### config.mk
export PLATFORM = sky130hd
export DESIGN_NAME = mul_sched
export DESIGN_NICKNAME = d
export VERILOG_FILES = /design/src/rtl/mul_sched.sv
export SDC_FILE = /design/constraint.sdc
export NUM_CORES = 1
export LEC_CHECK = 0
export ABC_AREA = 0
export CAP_MARGIN = 20
export CORE_MARGIN = 2
export CORE_UTILIZATION = 45
export CTS_CLUSTER_DIAMETER = 80
export DETAILED_ROUTE_END_ITERATION = 10
export PLACE_DENSITY_LB_ADDON = 0.15
export SETUP_SLACK_MARGIN = 0.15
export SYNTH_ARGS = -nofsm -noshare
export SYNTH_HDL_FRONTEND = slang
export SYNTH_SLANG_ARGS = --single-unit
### constraint.sdc
create_clock -name clk -period 3.4 [get_ports clk]
set_input_delay 0.68 -clock clk [delete_from_list [all_inputs] [get_ports clk]]
set_output_delay 0.68 -clock clk [all_outputs]
set_load 0.01 [all_outputs]
### src/rtl/mul_sched.sv
// mul_sched: shares NUM_MUL multiplier units between operand flits from one
// router port. Pairs A/B operands, dispatches each pair round-robin to a free
// unit (A flit then B flit), and returns result flits with a rewritten header
// on a send/ack output port with round-robin arbitration.
// Optional watchdog: define MUL_SCHED_TIMEOUT_EN to force-free units that
// never answer within TIMEOUT cycles.
module mul_sched #(
    parameter int unsigned NUM_MUL   = 2,
    parameter logic [3:0]  DEST_ADDR = 4'b1000,
    parameter int unsigned TIMEOUT   = 64
) (
    input  logic                   clk,
    input  logic                   rst_n,
    input  logic [70:0]            in_flit,
    output logic                   in_ready,
    output logic [71*NUM_MUL-1:0]  mul_in_flit,
    input  logic [71*NUM_MUL-1:0]  mul_result_flit,
    input  logic [NUM_MUL-1:0]     mul_ready_send,
    output logic [70:0]            out_flit,
    output logic                   out_send,
    input  logic                   out_ack,
    output logic [NUM_MUL-1:0]     unit_busy,
    output logic                   timeout_err
);

    localparam int unsigned FLIT_W = 71;
    localparam int unsigned DATA_W = 64;
    localparam int unsigned IDX_W  = (NUM_MUL > 1) ? $clog2(NUM_MUL) : 1;

    typedef enum logic [1:0] {
        COLLECT,
        WAIT_UNIT,
        SEND_A,
        SEND_B
    } state_t;

    state_t                 state;
    logic [DATA_W-1:0]      reg_a;
    logic [DATA_W-1:0]      reg_b;
    logic                   has_a;
    logic                   has_b;
    logic [IDX_W-1:0]       disp_ptr;
    logic [IDX_W-1:0]       sel;
    logic [IDX_W-1:0]       out_ptr;
    logic [IDX_W-1:0]       out_idx;
    logic [NUM_MUL-1:0]     pending;
    logic [DATA_W-1:0]      res [NUM_MUL];

    logic                   in_valid;
    logic                   acc_a;
    logic                   acc_b;
    logic                   has_a_nx;
    logic                   has_b_nx;
    logic [NUM_MUL-1:0]     eligible;
    logic [NUM_MUL-1:0]     cap;
    logic [NUM_MUL-1:0]     disp_set;
    logic [NUM_MUL-1:0]     ack_clr;
    logic [NUM_MUL-1:0]     to_hit;
    logic                   disp_found;
    logic [IDX_W-1:0]       disp_idx;
    logic                   out_found;
    logic [IDX_W-1:0]       out_pick;
    int unsigned            cand_d;
    int unsigned            cand_o;
    logic                   unused_hdr;

    // Increment a unit index, wrapping at NUM_MUL.
    function automatic logic [IDX_W-1:0] next_idx(input logic [IDX_W-1:0] i);
        return (32'(i) == NUM_MUL - 1) ? '0 : i + 1'b1;
    endfunction

    assign in_valid = (in_flit[70:69] == 2'b11);
    assign acc_a    = in_valid && in_ready && !in_flit[64];
    assign acc_b    = in_valid && in_ready && in_flit[64];
    assign has_a_nx = has_a || acc_a;
    assign has_b_nx = has_b || acc_b;

    assign eligible = ~unit_busy & ~pending;
    assign cap      = mul_ready_send & unit_busy;
    assign disp_set = (state == SEND_B) ? (NUM_MUL'(1) << sel) : '0;
    assign ack_clr  = (out_send && out_ack) ? (NUM_MUL'(1) << out_idx) : '0;

    // First eligible unit at or after the dispatch pointer.
    always_comb begin
        disp_found = 1'b0;
        disp_idx   = '0;
        cand_d     = 0;
        for (int unsigned off = 0; off < NUM_MUL; off++) begin
            cand_d = (32'(disp_ptr) + off) % NUM_MUL;
            if (!disp_found && eligible[IDX_W'(cand_d)]) begin
                disp_found = 1'b1;
                disp_idx   = IDX_W'(cand_d);
            end
        end
    end

    // First pending result at or after the output pointer.
    always_comb begin
        out_found = 1'b0;
        out_pick  = '0;
        cand_o    = 0;
        for (int unsigned off = 0; off < NUM_MUL; off++) begin
            cand_o = (32'(out_ptr) + off) % NUM_MUL;
            if (!out_found && pending[IDX_W'(cand_o)]) begin
                out_found = 1'b1;
                out_pick  = IDX_W'(cand_o);
            end
        end
    end

    // Header bits of results and the incoming dest field carry no information here.
    always_comb begin
        unused_hdr = ^in_flit[68:65];
        for (int i = 0; i < int'(NUM_MUL); i++) begin
            unused_hdr = unused_hdr ^ (^mul_result_flit[FLIT_W*i+DATA_W +: FLIT_W-DATA_W]);
        end
    end

    // Pairing and dispatch FSM; unit slices are zero except for the two send cycles.
    always_ff @(posedge clk) begin
        if (!rst_n) begin
            state       <= COLLECT;
            in_ready    <= 1'b0;
            reg_a       <= '0;
            reg_b       <= '0;
            has_a       <= 1'b0;
            has_b       <= 1'b0;
            disp_ptr    <= '0;
            sel         <= '0;
            mul_in_flit <= '0;
        end else begin
            mul_in_flit <= '0;
            in_ready    <= 1'b0;
            case (state)
                COLLECT: begin
                    has_a <= has_a_nx;
                    has_b <= has_b_nx;
                    if (acc_a) reg_a <= in_flit[63:0];
                    if (acc_b) reg_b <= in_flit[63:0];
                    if (has_a && has_b) begin
                        state <= WAIT_UNIT;
                    end else begin
                        // Stop accepting as soon as the pair completes.
                        in_ready <= !(has_a_nx && has_b_nx);
                    end
                end
                WAIT_UNIT: begin
                    if (disp_found) begin
                        sel   <= disp_idx;
                        state <= SEND_A;
                        mul_in_flit[FLIT_W*disp_idx +: FLIT_W] <= {2'b11, 4'b0000, 1'b0, reg_a};
                    end
                end
                SEND_A: begin
                    mul_in_flit[FLIT_W*sel +: FLIT_W] <= {2'b11, 4'b0000, 1'b1, reg_b};
                    state <= SEND_B;
                end
                SEND_B: begin
                    has_a    <= 1'b0;
                    has_b    <= 1'b0;
                    disp_ptr <= next_idx(sel);
                    in_ready <= 1'b1;
                    state    <= COLLECT;
                end
                default: state <= COLLECT;
            endcase
        end
    end

    // Unit occupancy, result capture and round-robin output with send/ack.
    always_ff @(posedge clk) begin
        if (!rst_n) begin
            unit_busy <= '0;
            pending   <= '0;
            out_send  <= 1'b0;
            out_flit  <= '0;
            out_ptr   <= '0;
            out_idx   <= '0;
            for (int i = 0; i < int'(NUM_MUL); i++) res[i] <= '0;
        end else begin
            unit_busy <= (unit_busy & ~cap & ~to_hit) | disp_set;
            pending   <= (pending | cap) & ~ack_clr;
            for (int i = 0; i < int'(NUM_MUL); i++) begin
                if (cap[i]) res[i] <= mul_result_flit[FLIT_W*i +: DATA_W];
            end
            if (out_send) begin
                if (out_ack) begin
                    out_send <= 1'b0;
                    out_ptr  <= next_idx(out_idx);
                end
            end else if (out_found) begin
                out_send <= 1'b1;
                out_idx  <= out_pick;
                out_flit <= {2'b11, DEST_ADDR, 1'b0, res[out_pick]};
            end
        end
    end

`ifdef MUL_SCHED_TIMEOUT_EN
    localparam int unsigned CNT_W = $clog2(TIMEOUT + 1);

    logic [CNT_W-1:0] cnt [NUM_MUL];

    // A unit times out on its TIMEOUT-th busy cycle unless its strobe arrives then.
    always_comb begin
        to_hit = '0;
        for (int i = 0; i < int'(NUM_MUL); i++) begin
            to_hit[i] = unit_busy[i] && !mul_ready_send[i] && (cnt[i] == CNT_W'(TIMEOUT - 1));
        end
    end

    // Per-unit busy-cycle counters and the error pulse.
    always_ff @(posedge clk) begin
        if (!rst_n) begin
            timeout_err <= 1'b0;
            for (int i = 0; i < int'(NUM_MUL); i++) cnt[i] <= '0;
        end else begin
            timeout_err <= |to_hit;
            for (int i = 0; i < int'(NUM_MUL); i++) begin
                if (disp_set[i]) cnt[i] <= '0;
                else if (unit_busy[i]) cnt[i] <= cnt[i] + 1'b1;
            end
        end
    end
`else
    logic unused_timeout;

    assign to_hit         = '0;
    assign timeout_err    = 1'b0;
    assign unused_timeout = (TIMEOUT != 0);
`endif

endmodule

==> After elaboration in Yosys (flattened, before gate mapping) <==
Memories as Yosys holds them, arrays and structs flattened. A register that Yosys moved wholly into a read port is not among the register bits.
Index checks and enable logic that the tools add are counted.
{ "op_classes": {"n_addsub": 6, "n_mul": 2, "order_cmp": 4, "eq_ne": 6, "n_shift": 6, "mux": 41, "bitwise": 15, "reduce_logical": 23} }
{ "ops": {"columns": ["operator", "n"], "rows": [
  ["142-bit AND", 2],
  ["142-bit case mux with 2 select lines", 1],
  ["71-bit by 34-bit variable shift with 142-bit output, first input constant", 2],
  ["71-bit by 34-bit indexed part select with 142-bit output", 2],
  ["142-bit 2-to-1 mux", 1],
  ["64-bit 2-to-1 mux", 2],
  ["8-bit negator with 34-bit output", 2],
  ["1-bit 2-to-1 mux", 29],
  ["7-bit by 1-bit multiplier with 8-bit output, first input constant", 2],
  ["2-bit AND reduction", 6],
  ["2-bit AND", 4],
  ["1-bit logical AND", 8],
  ["1-bit by 2-bit less-than comparator with 1-bit output, second input constant", 4],
  ["2-bit 2-to-1 mux", 4],
  ["2-bit NOT", 4],
  ["2-bit case mux with 4 select lines", 1],
  ["2-bit equality test, second input constant", 3],
  ["1-bit case mux with 2 select lines", 3],
  ["1-bit zero test", 5],
  ["1-bit adder, second input constant", 4],
  ["2-bit inequality test, second input constant", 2],
  ["2-bit OR", 2],
  ["1-bit by 1-bit left shift with 2-bit output, first input constant", 2],
  ["2-bit by 1-bit equality test with 1-bit output, second input constant", 1],
  ["5 further kinds", 7]
]} }
{ "totals": {"ff_bits": 349, "ram_bits": 128, "inputBits": 218, "output_inout_bits": 218, "word_cells": 119, "n_memories": 1} }
{ "memory_table": {"columns": ["name", "depth", "width", "read_ports", "rd_ports_with_merged_regs", "wr", "line", "rtl"], "rows": [
  ["res", 2, 64, 1, 1, 2, "47", "logic [DATA_W-1:0] res [NUM_MUL];"]
]} }

==> Logic depth before layout (Yosys ltp) <==
{ "logic_depth": {"ltp_word": 14, "depth_mapped": 7, "mapped_depth_nobuf": 5} }

==> Worst setup path before layout <==
OpenSTA, ideal clock, no wires.
{ "synth_path": {"path_kind": "input-to-reg", "startpoint": "input rst_n", "endpoint": "memory res[1][0] (enable)", "setup_ns": 0.689, "arrival_time_ns": 2.406, "path_slack_ns": 0.304, "stages": 4, "cell_sequence": "buf_6 > clkbuf_1 > clkbuf_1 > nand2_1"} }
{ "synth_lines": {"columns": ["item", "line", "rtl"], "rows": [
  ["start: declaration", "13", "input logic rst_n,"],
  ["end: declaration", "47", null]
]} }

==> Worst setup path after layout <==
{ "layout_path": {"startpoint": "register state[0]", "endpoint": "register mul_in_flit[71]"} }
{ "layout_via": {"elab_chain_cells": 2, "word_cells_on_any_way": 3} }
{ "layout_rtl": {"columns": ["item", "line", "rtl"], "rows": [
  ["start: declaration", "37", "state_t state;"],
  ["start signal: assignment", "122", "state <= COLLECT;"],
  ["start signal: assignment", "141", "state <= WAIT_UNIT;"],
  ["start signal: assignment", "150", "state <= SEND_A;"],
  ["2-bit equality test or 2-bit by 1-bit equality test with 1-bit output (tied branches)", "134", "case (state)"],
  ["142-bit case mux with 2 select lines *", "134", null],
  ["end signal: indexed assignment", "151", "mul_in_flit[FLIT_W*disp_idx +: FLIT_W] <= {2'b11, 4'b0000, 1'b0, reg_a};"],
  ["end signal: indexed assignment", "155", "mul_in_flit[FLIT_W*sel +: FLIT_W] <= {2'b11, 4'b0000, 1'b1, reg_b};"],
  ["end: declaration", "16", "output logic [71*NUM_MUL-1:0] mul_in_flit,"]
]} }
Mark *: on every way between the ends. The rest lies on a longest branch, timed or not.
A chain may end at the register's enable or synchronous reset.

==> results.tsv <==
stage	metric	value	unit
die	initial_core_util	45.7	%
yosys	async_flop_share	0	%
final_layout	drive_gt1_share	8.79	%
die	core_area	37700	µm²
hold_path	worstHoldPathType	in2reg	
yosys	synth.most_common_cell	dfxtp_1	
route	drtIter0Drc	580	
clocking	cts_setup_buffers	0	
yosys	synthCells	1526	
grt	grt_max_degree	90	
worst_setup_path	critPathLaunchType	register	
die	io_pins	436	
clocking	path_clk_slew	0.06	ns
timing	fin_crit	2.44	ns
yosys	ys_warn_count	0	
timing	period_share	71.7	%
worst_setup_path	r2r-start	state[0]$_SDFFE_PN0P_	
job	cap_viol_max_count	0	
worst_setup_path	r2r_slack	0.96	ns
worst_setup_path	worstSetupPathType	reg2reg	
route	num_vias	12600	
route	ant_nets	0	
yosys	yosys-top-cells-count	339 x dfxtp_1, 203 x nand2_1, 133 x o21ai_0	
place	hpwl	29.0	mm
timing	setup-violations-final	0	
grt	grt_pass1_wl	68.0	mm
pwr	switching_share	20.9	%
route	vias_per_cell	5.18	
place	dp.cells	2338	
pwr	power_frac_seq	50.5	%
run_status	outcome	completed	
yosys	yosys.area.top_type_share	39.5	%
die	die_y	200	µm
pwr	p_leak	8.78	nW
final_layout	nNetsFinal	2099	
yosys	yosys-top-cells-area	dfxtp_1 39%, edfxtp_1 22%, mux2i_1 7.5%	
pwr	cellPowerDensity	502	nW/µm²
clocking	cts_resized	0	
pwr	comb_power_share	5.2	%
route	wl_per_cell	18.5	µm
clocking	cts.sinks	467	
grt	track_usage	22.1	%
yosys	synth_cell_types	40	
clocking	cts-root-buf	clkbuf_16	
grt	grt_overflow_total	0	
final_layout	fillCellCount	3121	
timing	tightestPinTransition	0.984	ns
final_layout	final_cells	2423	
clocking	clk_latency	0.57	ns
pwr	switchingPower	2.43	mW
timing	rsz0062_at_grt	no	
clocking	htree_levels	2	
clocking	cts_tree	built	
timing	tns	0	ns
timing	max-slew-margin-rel	34.3	%
yosys	synth.largest_area_cell	dfxtp_1	
route	route.detailed.drc	0	
place	io_buffers	404	
worst_setup_path	worstSetupStartpoint	state[0]$_SDFFE_PN0P_	
yosys	syn-cell-area	17200	µm²
yosys	synth-seq-cells	467	
timing	fmax	410	MHz
final_layout	syn_to_final_growth	34.8	%
yosys	ys_seq_area_share	61.8	%
pwr	ir_drop	0.356	mV
final_layout	fin_util	61.5	%
yosys	avgSynthCellArea	11.3	µm²
route	detail_route.wirelength	44.7	mm
timing	clock_skew	0.0129	ns
clocking	cts_buffer_depth	3	
place	routabilityCongestion	0.778	
timing	fin_hold_ws	0.445	ns
worst_setup_path	crit_path_max_fanout	39	
die	die_w	200	µm
worst_setup_path	end_kind	register	
worst_setup_path	rr_endpoint	mul_in_flit[71]$_SDFF_PN0_	
grt	antenna_found_initial	2	
route	dr.pass1.iters	5	
grt	grt_pass1_vias	12400	
worst_setup_path	rr_worst_depth	5	
timing	fin_ws	0.962	ns
die	fp-row-count	71	
timing	final_hold_viol_count	0	
place	pre_cts_slack	0.596	ns
worst_setup_path	endpoint	mul_in_flit[71]$_SDFF_PN0_	
yosys	synthFlopType	dfxtp_1	
die	dieArea	39800	µm²
pwr	intPower	9.20	mW
worst_setup_path	cp_data_arrival_time	2.94	ns
clocking	ctsHoldBuffers	0	
clocking	cts_buffers	48	
yosys	synth_edf_count	128	
worst_setup_path	worstPathRequired	3.90	ns
pwr	power.share.clock	44.3	%
timing	drv_slew	0	
cells by family after synthesis:
kind of cell               after synthesis  share of synthesized area [%]
AOI/OAI and AO/OA                      346                           14.0
adders and majority gates                4                          0.291
buffers and inverters                  154                           4.28
DFF                                    467                           61.8
muxes                                  130                           7.57
other                                    1                         0.0218
and+or+nand+nor                        424                           12.1
through the flow:
| stage | instance area, µm² | power [mW] |
|---|---|---|
| 2_1_floorplan | 17200 | 6.26 |
| 3_3_place_gp | 21600 | 6.59 |
| 3_5_place_dp | 21600 | 6.60 |
| 4_1_cts | 23200 | 11.7 |
| 5_1_grt | 23200 | 12.0 |
| 6_report | 23200 | 11.6 |
cells in the final DEF, fill, tap and decap left out, types with 8 or more instances in the layout:
cell type / n
nand3_1: 65
a31oi_1: 65
a22o_1: 78
dfxtp_1: 338
buf_12: 8
mux2i_1: 129
clkdlybuf4s50_1: 403
clkbuf_1: 12
a22o_2: 50
clkbuf_16: 49
edfxtp_1: 128
and2_1: 130
nand2_1: 201
o21ai_0: 133
conb_1: 13
clkbuf_8: 9
buf_4: 23
power by group through the flow:
stage / combinational (mW) / clock, mW / sequential (mW)
floorplan: 0.276 / 0 / 5.99
global placement: 0.597 / 0 / 5.99
detailed placement: 0.607 / 0 / 6.00
CTS: 0.610 / 5.25 / 5.88
global route: 0.651 / 5.47 / 5.89
finish: 0.603 / 5.15 / 5.88
state kept, by name, indices dropped and copies added (netlist names):
name,count
disp_ptr,1
has_a,1
has_b,1
in_ready,1
mul_in_flit,132
out_flit,65
out_idx,1
out_ptr,1
out_send,1
pending,2
reg_a,64
reg_b,64
res,128
sel,1
state,2
unit_busy,2
worst min path at each step:
stage	from	end	slack [ns]	cells after the start
finish	rst_n	pending[1]$_SDFF_PN0_	0.44	3
global route	rst_n	pending[1]$_SDFF_PN0_	0.43	3
CTS	rst_n	pending[1]$_SDFF_PN0_	0.41	3
detailed placement	reg_a[13]$_SDFFE_PN0P_	reg_a[13]$_SDFFE_PN0P_	0.46	2
global placement	reg_a[42]$_SDFFE_PN0P_	reg_a[42]$_SDFFE_PN0P_	0.46	2
floorplan	has_a$_SDFFE_PN0P_	has_a$_SDFFE_PN0P_	0.45	2
cell type report:
cell class              count  area [µm²]  area share, %
diodes                      1        2.50         0.0108
clock buffers              69        1380           5.96
clock inverters            15         166          0.718
inverters                   8        30.0          0.130
multi-input cells         917        5950           25.7
flip-flops and latches    467       10600           45.9
well taps                 511         639           2.76
repair buffers            435        4380           18.9
critical path, stage by stage (launching register included):
cell	delay (ns)
dfxtp_1	0.38
inv_1	0.09
ha_1	0.37
and2_2	0.81
buf_4	0.49
a22o_1	0.22
per-layer routing:
metal / GRT usage, % / vias to the layer above / share of wire (%)
met5: 0 / - / 0.025
met4: 5.87 / 2 / 1.9
met3: 7.70 / 64 / 8.8
met2: 37.4 / 407 / 48
met1: 26.7 / 6005 / 41
li1: - / 6073 / -
Note: power is estimated with default switching activity, not from simulation.
